<file path="src/rtl/adc_scan_scheduler.sv">
// Round-robin scan scheduler for the shared dual-slope ADC: selects each enabled mux
// channel, waits for settling, starts a conversion and hands the tagged count downstream.
module adc_scan_scheduler #(
  parameter int NUM_CH         = 4,
  parameter int SETTLE_CYCLES  = 650,
  parameter int TIMEOUT_CYCLES = 1_000_000,
  parameter int RESULT_W       = 20
) (
  input  logic                clk_i,
  input  logic                rst_i,
  input  logic                enable_i,
  input  logic [3:0]          ch_mask_i,
  output logic                adc_start_o,
  input  logic                adc_eoc_i,
  input  logic [RESULT_W-1:0] adc_result_i,
  output logic [1:0]          mux_sel_o,
  output logic                mux_en_o,
  output logic [RESULT_W-1:0] result_data_o,
  output logic [1:0]          result_ch_o,
  output logic                result_err_o,
  output logic                result_valid_o,
  input  logic                result_ready_i,
  output logic                busy_o
);

  localparam int SW = $clog2(SETTLE_CYCLES) + 1;
  localparam int TW = $clog2(TIMEOUT_CYCLES) + 1;
  localparam logic [SW-1:0] SETTLE_LOAD = SW'(SETTLE_CYCLES - 1);
  localparam logic [TW-1:0] WDOG_LOAD   = TW'(TIMEOUT_CYCLES - 1);
  localparam logic [3:0]    CH_LIMIT    = 4'((1 << NUM_CH) - 1);
  localparam logic [1:0]    LAST_RST    = 2'(NUM_CH - 1);

  // IDLE wait enable | SELECT pick channel | SETTLE mux settling | CONVERT await eoc | OUTPUT hold result
  typedef enum logic [2:0] {IDLE, SELECT, SETTLE, CONVERT, OUTPUT} state_t;

  state_t                state_q;
  logic [1:0]            last_ch_q;
  logic [1:0]            mux_sel_q;
  logic                  mux_en_q;
  logic                  adc_start_q;
  logic                  busy_q;
  logic [SW-1:0]         settle_cnt_q;
  logic [TW-1:0]         wdog_q;
  logic [RESULT_W-1:0]   result_data_q;
  logic [1:0]            result_ch_q;
  logic                  result_err_q;
  logic                  result_valid_q;

  logic [3:0] mask_eff;
  logic [1:0] next_ch_d;
  logic [1:0] idx;
  logic       found;

  assign mask_eff = ch_mask_i & CH_LIMIT;

  always_comb begin
    next_ch_d = last_ch_q;
    idx       = '0;
    found     = 1'b0;
    for (int i = 1; i <= NUM_CH; i++) begin
      idx = 2'((int'(last_ch_q) + i) % NUM_CH);
      if (!found && mask_eff[idx]) begin
        next_ch_d = idx;
        found     = 1'b1;
      end
    end
  end

  always_ff @(posedge clk_i or posedge rst_i) begin
    if (rst_i) begin
      state_q        <= IDLE;
      last_ch_q      <= LAST_RST;
      mux_sel_q      <= '0;
      mux_en_q       <= 1'b0;
      adc_start_q    <= 1'b0;
      busy_q         <= 1'b0;
      settle_cnt_q   <= '0;
      wdog_q         <= '0;
      result_data_q  <= '0;
      result_ch_q    <= '0;
      result_err_q   <= 1'b0;
      result_valid_q <= 1'b0;
    end else begin
      adc_start_q <= 1'b0;
      case (state_q)
        IDLE: begin
          if (enable_i && (|mask_eff)) begin
            state_q <= SELECT;
            busy_q  <= 1'b1;
          end
        end
        SELECT: begin
          if (|mask_eff) begin
            mux_sel_q    <= next_ch_d;
            last_ch_q    <= next_ch_d;
            settle_cnt_q <= SETTLE_LOAD;
            mux_en_q     <= 1'b1;
            state_q      <= SETTLE;
          end else begin
            state_q <= IDLE;
            busy_q  <= 1'b0;
          end
        end
        SETTLE: begin
          if (settle_cnt_q == '0) begin
            state_q     <= CONVERT;
            adc_start_q <= 1'b1;
            wdog_q      <= WDOG_LOAD;
          end else begin
            settle_cnt_q <= settle_cnt_q - 1'b1;
          end
        end
        CONVERT: begin
          if (adc_eoc_i) begin
            result_data_q  <= adc_result_i;
            result_ch_q    <= mux_sel_q;
            result_err_q   <= 1'b0;
            result_valid_q <= 1'b1;
            mux_en_q       <= 1'b0;
            state_q        <= OUTPUT;
          end else if (wdog_q == '0) begin
            result_data_q  <= '1;
            result_ch_q    <= mux_sel_q;
            result_err_q   <= 1'b1;
            result_valid_q <= 1'b1;
            mux_en_q       <= 1'b0;
            state_q        <= OUTPUT;
          end else if (!adc_start_q) begin
            // the start-pulse cycle itself does not count toward the watchdog
            wdog_q <= wdog_q - 1'b1;
          end
        end
        OUTPUT: begin
          if (result_ready_i) begin
            result_valid_q <= 1'b0;
            if (enable_i) begin
              state_q <= SELECT;
            end else begin
              state_q <= IDLE;
              busy_q  <= 1'b0;
            end
          end
        end
        default: begin
          state_q <= IDLE;
          busy_q  <= 1'b0;
        end
      endcase
    end
  end

  assign adc_start_o    = adc_start_q;
  assign mux_sel_o      = mux_sel_q;
  assign mux_en_o       = mux_en_q;
  assign busy_o         = busy_q;
  assign result_data_o  = result_data_q;
  assign result_ch_o    = result_ch_q;
  assign result_err_o   = result_err_q;
  assign result_valid_o = result_valid_q;

endmodule

</file>
<file path="config.mk">
export PLATFORM = sky130hd
export DESIGN_NAME = adc_scan_scheduler
export DESIGN_NICKNAME = d
export VERILOG_FILES = /design/src/rtl/adc_scan_scheduler.sv
export SDC_FILE = /design/constraint.sdc
export NUM_CORES = 1
export LEC_CHECK = 0
export CAP_MARGIN = 20
export CORE_MARGIN = 2
export CORE_UTILIZATION = 38
export CTS_CLUSTER_DIAMETER = 30
export CTS_CLUSTER_SIZE = 24
export DETAILED_ROUTE_END_ITERATION = 8
export GPL_ROUTABILITY_DRIVEN = 0
export SETUP_SLACK_MARGIN = 0.5
export SYNTH_ARGS = -nofsm -noshare
export SYNTH_HDL_FRONTEND = slang
export SYNTH_SLANG_ARGS = --single-unit
</file>
<file path="constraint.sdc">
create_clock -name clk_i -period 2.6 [get_ports clk_i]
set_input_delay 0.52 -clock clk_i [delete_from_list [all_inputs] [get_ports clk_i]]
set_output_delay 0.52 -clock clk_i [all_outputs]
set_load 0.01 [all_outputs]
</file>
==> impl_metrics.env, run 1 <==
export IMPL_yosysUniqueCellTypes=50
export IMPL_dr_max_layer_used="met4"
export IMPL_final_common_cell="dfrtp_1"
export IMPL_ios=58
export IMPL_finalCritPeriodShare_pct=90.09
export IMPL_drv_slew=0
export IMPL_grt_max_degree=46
export IMPL_path_class="flip-flop to flip-flop"
export IMPL_synth_cell_area_um2=3368
export IMPL_antenna_found_initial=0
export IMPL_ant_nets=0
export IMPL_die_w_um=98.15
export IMPL_overflow=0
export IMPL_die_area_um2=9632
export IMPL_dr_total_vias=3199
export IMPL_cts_tree="yes"
export IMPL_path_cells="or3_4, or4_4, or4_4, or4_4, a21oi_2"
export IMPL_power_density_nw_per_um2=956.4
export IMPL_fmax_ghz=0.4269
export IMPL_die_h_um=98.15
export IMPL_leakagePower_nw=2.068
export IMPL_startpoint_type="flip-flop"
export IMPL_synth_edff_count=0
export IMPL_grt_use_total_pct=18.11
export IMPL_io_buffers=57
export IMPL_crit_slowest_cell="or4_4"
export IMPL_min_path_type="flip-flop to flip-flop"
export IMPL_yosys_warnings=0
export IMPL_crit_required_ns=2.88
export IMPL_wl_per_cell_um=16.41
export IMPL_grt_pass1_vias=2887
export IMPL_grt_pass1_wl_um=14200
export IMPL_rows=34
export IMPL_ys_async_sr_fraction_pct=100.0
export IMPL_wl_met1_um=4063
export IMPL_synth_area_leaders="dfrtp_1, o22a_1, a21oi_1, nand2_1, nor2_1"
export IMPL_crit_fanout=3
export IMPL_cap_violations=0
export IMPL_drc_errors=0
export IMPL_cpLargestDelayFamily="simple AND/OR/NAND/NOR gates"
export IMPL_routed_via_density=5.642
export IMPL_fillCellCount=772
export IMPL_cts_path_max_buffers=2
export IMPL_fin_nets=487
export IMPL_synth_top_area_share_pct=47.55
export IMPL_setup_violations=0
export IMPL_dp_hpwl_um=5760
export IMPL_tns_ns=0
export IMPL_final_cell_mix="dfrtp_1, clkdlybuf4s50_1, buf_4"
export IMPL_min_period_ns=2.342
export IMPL_status="finished, final reports clean"
export IMPL_cts_root_buf="clkbuf_8"
export IMPL_first_pass_iters=4
export IMPL_critPathBufInv=0
export IMPL_clkSlewWorstSetupHoldPaths_ns=0.08
export IMPL_core_area_um2=8678
export IMPL_start_util_pct=38.81
export IMPL_wl_um=9303
export IMPL_hold_viol=0
export IMPL_ys_ff_latch=66
export IMPL_worst_pin_slew_ns=0.7064
export IMPL_clock_skew_ns=0.009871
export IMPL_area_delta_synth_final_pct=50.82
export IMPL_rsz0062_at_grt="true"
export IMPL_clock_sinks=66
export IMPL_synth_top_flop_cell="dfrtp_1"
export IMPL_vdd_ir_drop_max_v=0.0005872
export IMPL_antenna_cells=0
export IMPL_timing_slew_headroom_pct=52.79
export IMPL_crit_arrival_ns=2.63
export IMPL_cpPeakStageDelay_ns=0.49
export IMPL_yosysSeqAreaShare_pct=49.11
export IMPL_routed_wl_met2_um=4758
export IMPL_clock_latency_ns=0.35
export IMPL_cp_end_kind="flip-flop"
export IMPL_synth_top_area_cell="dfrtp_1"
export IMPL_final_cell_area_um2=5080
export IMPL_placed_cell_area_um2=4249
export IMPL_drt_iter0_drc=118
export IMPL_drive_gt1_share_pct=29.19
export IMPL_synthCells=345
export IMPL_synth_nets=378
export IMPL_synth_avg_cell_area_um2=9.763
export IMPL_wl_met3_um=357
export IMPL_htree_levels=3
export IMPL_crit_top_cell="or4_4"
export IMPL_numCtsBuffers=9
[power by group]
part / internal, mW / switching (mW) / leakage, nW
combinational: 1.16 / 1.01 / 1.22
sequential: 1.37 / 0.272 / 0.721
clock: 0.636 / 0.419 / 0.123
total: 3.16 / 1.70 / 2.07
[logic make-up after synthesis]
logic type	count (synthesis)	share of synthesized area (%)
muxes	4	1.189
adders and majority gates	4	1.486
xor gates and xnor gates	3	0.7802
DFF	66	49.11
buffers and inverters	30	3.566
and+or+nand+nor	146	24.59
AOI/OAI and AO/OA	92	19.28
[worst register-to-register path: cells and delay by family (launching register included)]
kind            cells  cell delay, ns
compound gates      1            0.12
flops               1            0.41
simple gates        4            1.73
[cell usage after synthesis (3+ instances only)]
| master | count |
|---|---|
| nand3_1 | 11 |
| ha_1 | 4 |
| nand2_1 | 30 |
| nor4b_1 | 5 |
| a31o_2 | 3 |
| inv_1 | 9 |
| o41ai_1 | 3 |
| nor4_1 | 10 |
| o2111ai_1 | 3 |
| and4_1 | 3 |
| clkbuf_1 | 15 |
| or4_1 | 11 |
| or3_1 | 6 |
| nor2b_1 | 5 |
| a311oi_1 | 3 |
| o22a_1 | 20 |
| a21oi_1 | 24 |
| mux2i_1 | 4 |
| nor2_1 | 28 |
| nand2b_1 | 5 |
| o21ai_0 | 11 |
| or4b_2 | 4 |
| xor2_1 | 3 |
| nand4_1 | 4 |
| nor3_1 | 9 |
| dfrtp_1 | 64 |
| o31ai_1 | 11 |
| buf_2 | 6 |
[registers in the layout (all words and copies together), names as in the netlist]
| register | flops |
|---|---|
| last_ch_q | 2 |
| mux_sel_o | 2 |
| wdog_q | 21 |
| busy_o | 1 |
| result_data_o | 20 |
| result_ch_o | 2 |
| result_err_o | 1 |
| result_valid_o | 1 |
| mux_en_o | 1 |
| adc_start_o | 1 |
| settle_cnt_q | 11 |
| state_q | 3 |
[per-stage QoR]
step           hold slack, ns  power, mW  setup WS, ns  cells  utilization, %
2_1_floorplan          0.4768      2.583        0.3520    345               -
3_3_place_gp           0.4606      3.390        0.1923    516           48.96
3_5_place_dp           0.4626      3.430        0.1341    516           48.96
4_1_cts                0.4794      4.566        0.2978    544           53.00
5_1_grt                0.5045      5.168        0.2082    567           58.54
6_report               0.4738      4.858        0.2576    567           58.54
[routing by layer]
metal,GRT usage (%),vias to the layer above
li1,-,1518
met2,29.87,67
met1,23.81,1600
met3,5.011,14
met4,4.531,0
met5,0,-
[final timing paths]
kind                            cells past startpoint  slack [ns]       from        endpoint
worst max-delay path                                5        0.26  wdog_q[9]      wdog_q[15]
worst min-delay path                                2        0.47   mux_en_o        mux_en_o
worst max register to register                      5        0.26  wdog_q[9]      wdog_q[15]
worst min register to register                      2        0.47   mux_en_o        mux_en_o
max in group asynchronous                           3        1.45      rst_i       wdog_q[2]
min in group asynchronous                           2        0.56      rst_i  result_ch_o[1]
[timing repair]
item                                    CTS  global route
cloned                                    0             3
pin swaps                                 2            18
hold buffers                              0             0
endpoints found under the setup margin   21            48
setup buffers                            12            20
resized for setup                         4            60
[final cells by class]
class / count / area (µm²) / area share (%)
tap: 108 / 135.1 / 2.660
multi-input combinational: 250 / 1883 / 37.07
inverter: 9 / 40.04 / 0.7882
sequential: 66 / 1654 / 32.56
clock buffer: 9 / 123.9 / 2.438
clock inverter: 7 / 117.6 / 2.315
timing repair buffer: 118 / 1126 / 22.17
No activity file was read; power rests on OpenSTA's default activity.
==> run 2: changes to the inputs <==
- ABC_AREA: default -> 1
- ABC_CLOCK_PERIOD_IN_PS: default -> 2600
==> impl_metrics.env, run 2 <==
export IMPL_status="finished, final reports clean"
export IMPL_postCtsSetupBuffers=0
export IMPL_synth_nets=542
export IMPL_synthCells=509
export IMPL_hold_viol=0
export IMPL_min_path_type="flip-flop to flip-flop"
export IMPL_ys_async_sr_fraction_pct=100.0
export IMPL_numCtsBuffers=9
export IMPL_ys_ff_latch=66
export IMPL_rows=35
export IMPL_fmax_ghz=0.5124
export IMPL_fin_nets=601
export IMPL_finalNonFillerCells=702
export IMPL_synth_edff_count=0
export IMPL_final_common_cell="nand2_1"
export IMPL_clock_sinks=66
export IMPL_cap_violations=0
export IMPL_cts_path_max_buffers=2
export IMPL_synth_top_area_share_pct=43.55
export IMPL_grt_pass1_vias=3064
export IMPL_crit_required_ns=2.88
export IMPL_ctsResizeCount=1
export IMPL_tns_ns=0
export IMPL_power_density_nw_per_um2=1125
export IMPL_dp_cells=686
export IMPL_cts_root_buf="clkbuf_8"
export IMPL_start_util_pct=39.42
export IMPL_area_delta_synth_final_pct=25.72
export IMPL_worstHoldStart="mux_en_o"
export IMPL_clock_skew_ns=0.004981
export IMPL_ant_nets=0
export IMPL_htree_levels=3
export IMPL_hold_buffers=0
export IMPL_ios=58
export IMPL_clock_latency_ns=0.34
export IMPL_worst_pin_slew_ns=0.4865
export IMPL_antenna_cells=0
export IMPL_min_period_ns=1.952
export IMPL_io_buffers=57
export IMPL_r2r_start="settle_cnt_q[0]"
export IMPL_top_register="wdog_q"
export IMPL_antenna_found_initial=0
export IMPL_drive_gt1_share_pct=9.075
export IMPL_drt_iter0_drc=114
export IMPL_synth_avg_cell_area_um2=7.225
export IMPL_leakagePower_nw=2.244
export IMPL_cp_end_kind="flip-flop"
export IMPL_drv_slew=0
export IMPL_setup_violations=0
export IMPL_wl_um=8407
export IMPL_synth_top_area_cell="dfrtp_1"
export IMPL_largest_reg_flops=21
export IMPL_path_class="flip-flop to flip-flop"
export IMPL_startpoint_type="flip-flop"
export IMPL_yosysMostFrequentCell="nand2_1"
export IMPL_first_pass_iters=4
export IMPL_die_w_um=102.4
export IMPL_grt_use_total_pct=16.72
export IMPL_wl_per_cell_um=11.98
export IMPL_vdd_ir_drop_max_v=0.0004736
export IMPL_routed_via_density=4.658
export IMPL_dp_hpwl_um=6099
export IMPL_grt_max_degree=48
export IMPL_dr_total_vias=3270
export IMPL_synth_cell_area_um2=3677
export IMPL_yosysSeqAreaShare_pct=44.98
export IMPL_final_cell_mix="nand2_1, nor2_1, dfrtp_1"
export IMPL_die_h_um=102.4
export IMPL_grt_pass1_wl_um=13670
export IMPL_crit_fanout=31
export IMPL_timing_slew_headroom_pct=67.50
export IMPL_finalCritPeriodShare_pct=75.06
export IMPL_synth_top_flop_cell="dfrtp_1"
export IMPL_overflow=0
export IMPL_core_area_um2=9328
export IMPL_synth_area_leaders="dfrtp_1, nand2_1, nor2_1, nand3_1, o21ai_0"
export IMPL_clkSlewWorstSetupHoldPaths_ns=0.07
export IMPL_reg2reg_slack_ns=0.65
export IMPL_crit_arrival_ns=2.23
export IMPL_synthTopCellsByCount="nand2_1, nor2_1, dfrtp_1, nand3_1, inv_1"
export IMPL_yosys_warnings=0
export IMPL_crit_path_start="settle_cnt_q[0]"
export IMPL_rsz0062_at_grt="true"
export IMPL_drc_errors=0
export IMPL_yosysUniqueCellTypes=28
export IMPL_die_area_um2=10480
export IMPL_cts_tree="yes"
==> run 2: cell count changes after synthesis, sizes merged, moves of 10 or more <==
| cell | before | now |
|---|---|---|
| a21oi | 24 | 6 |
| clkbuf | 15 | 4 |
| inv | 9 | 32 |
| nand2 | 30 | 189 |
| nand3 | 11 | 31 |
| nor2 | 28 | 84 |
| nor4 | 10 | 0 |
| o21ai | 12 | 44 |
| o22a | 20 | 0 |
| o31ai | 11 | 1 |
| or4 | 14 | 0 |
==> run 2: kinds of logic (layout without fill, tap and decap cells) <==
| logic type | Yosys count | in the layout | share of synthesized area (%) |
|---|---|---|---|
| xor gates and xnor gates | 15 | 15 | 3.572 |
| AOI/OAI and AO/OA | 52 | 52 | 8.302 |
| DFF | 66 | 66 | 44.98 |
| adders and majority gates | 4 | 4 | 1.361 |
| buffers and inverters | 47 | 111 | 5.512 |
| and+or+nand+nor | 325 | 325 | 36.27 |
==> run 2: where the power goes <==
group | leakage, nW | switching (mW) | internal, mW
clock network | 0.109 | 0.396 | 0.563
logic | 1.31 | 1.41 | 1.03
registers | 0.822 | 0.347 | 1.45
total | 2.24 | 2.15 | 3.05
==> run 2: path summary, 6_finish.rpt <==
| kind | endpoint | cells after the start |
|---|---|---|
| setup / recovery | wdog_q[9] | 10 |
| hold / removal | mux_en_o | 2 |
| setup reg to reg | wdog_q[9] | 10 |
| hold reg to reg | mux_en_o | 2 |
| max in group asynchronous | last_ch_q[0] | 3 |
| min in group asynchronous | result_ch_o[0] | 2 |
==> run 2: worst max-delay path, cell delays in order, from the launching register on <==
cell	delay [ns]
dfrtp_1	0.42
inv_1	0.12
ha_1	0.16
inv_1	0.04
nor3_1	0.20
nand4_1	0.23
nand2_1	0.17
nand2_4	0.22
inv_6	0.19
nand2_1	0.07
nand2_1	0.06
==> run 2: layer usage <==
layer / share of wire [%] / routed length (µm) / global-route usage [%] / up-vias
li1: - / - / - / 1719
met1: 45 / 3749 / 20.08 / 1487
met2: 50 / 4245 / 28.69 / 55
met3: 3.9 / 324 / 5.130 / 9
met4: 1.0 / 88 / 5.436 / 0
met5: 0 / 0 / 0 / -
==> run 2: per-stage QoR <==
step,hold WS (ns),utilization (%),setup slack [ns],total power [mW],instance area [µm²]
after floorplan,0.4702,-,1.037,3.423,3681
after global placement,0.4631,47.04,0.4159,4.196,4388
after detailed placement,0.4707,47.04,0.3357,4.249,4388
after CTS,0.4886,49.42,0.5085,5.245,4609
after global routing,0.5014,49.56,0.4647,5.678,4623
final,0.4831,49.56,0.6484,5.201,4623
==> run 2: final cells by class <==
cell class              count  area [µm²]
repair buffers             63       631.9
multi-input cells         396        1828
clock buffers              11       141.4
clock inverters             5       77.57
inverters                  32       128.9
well taps                 129       161.4
flip-flops and latches     66        1654
fillers                   936        4705
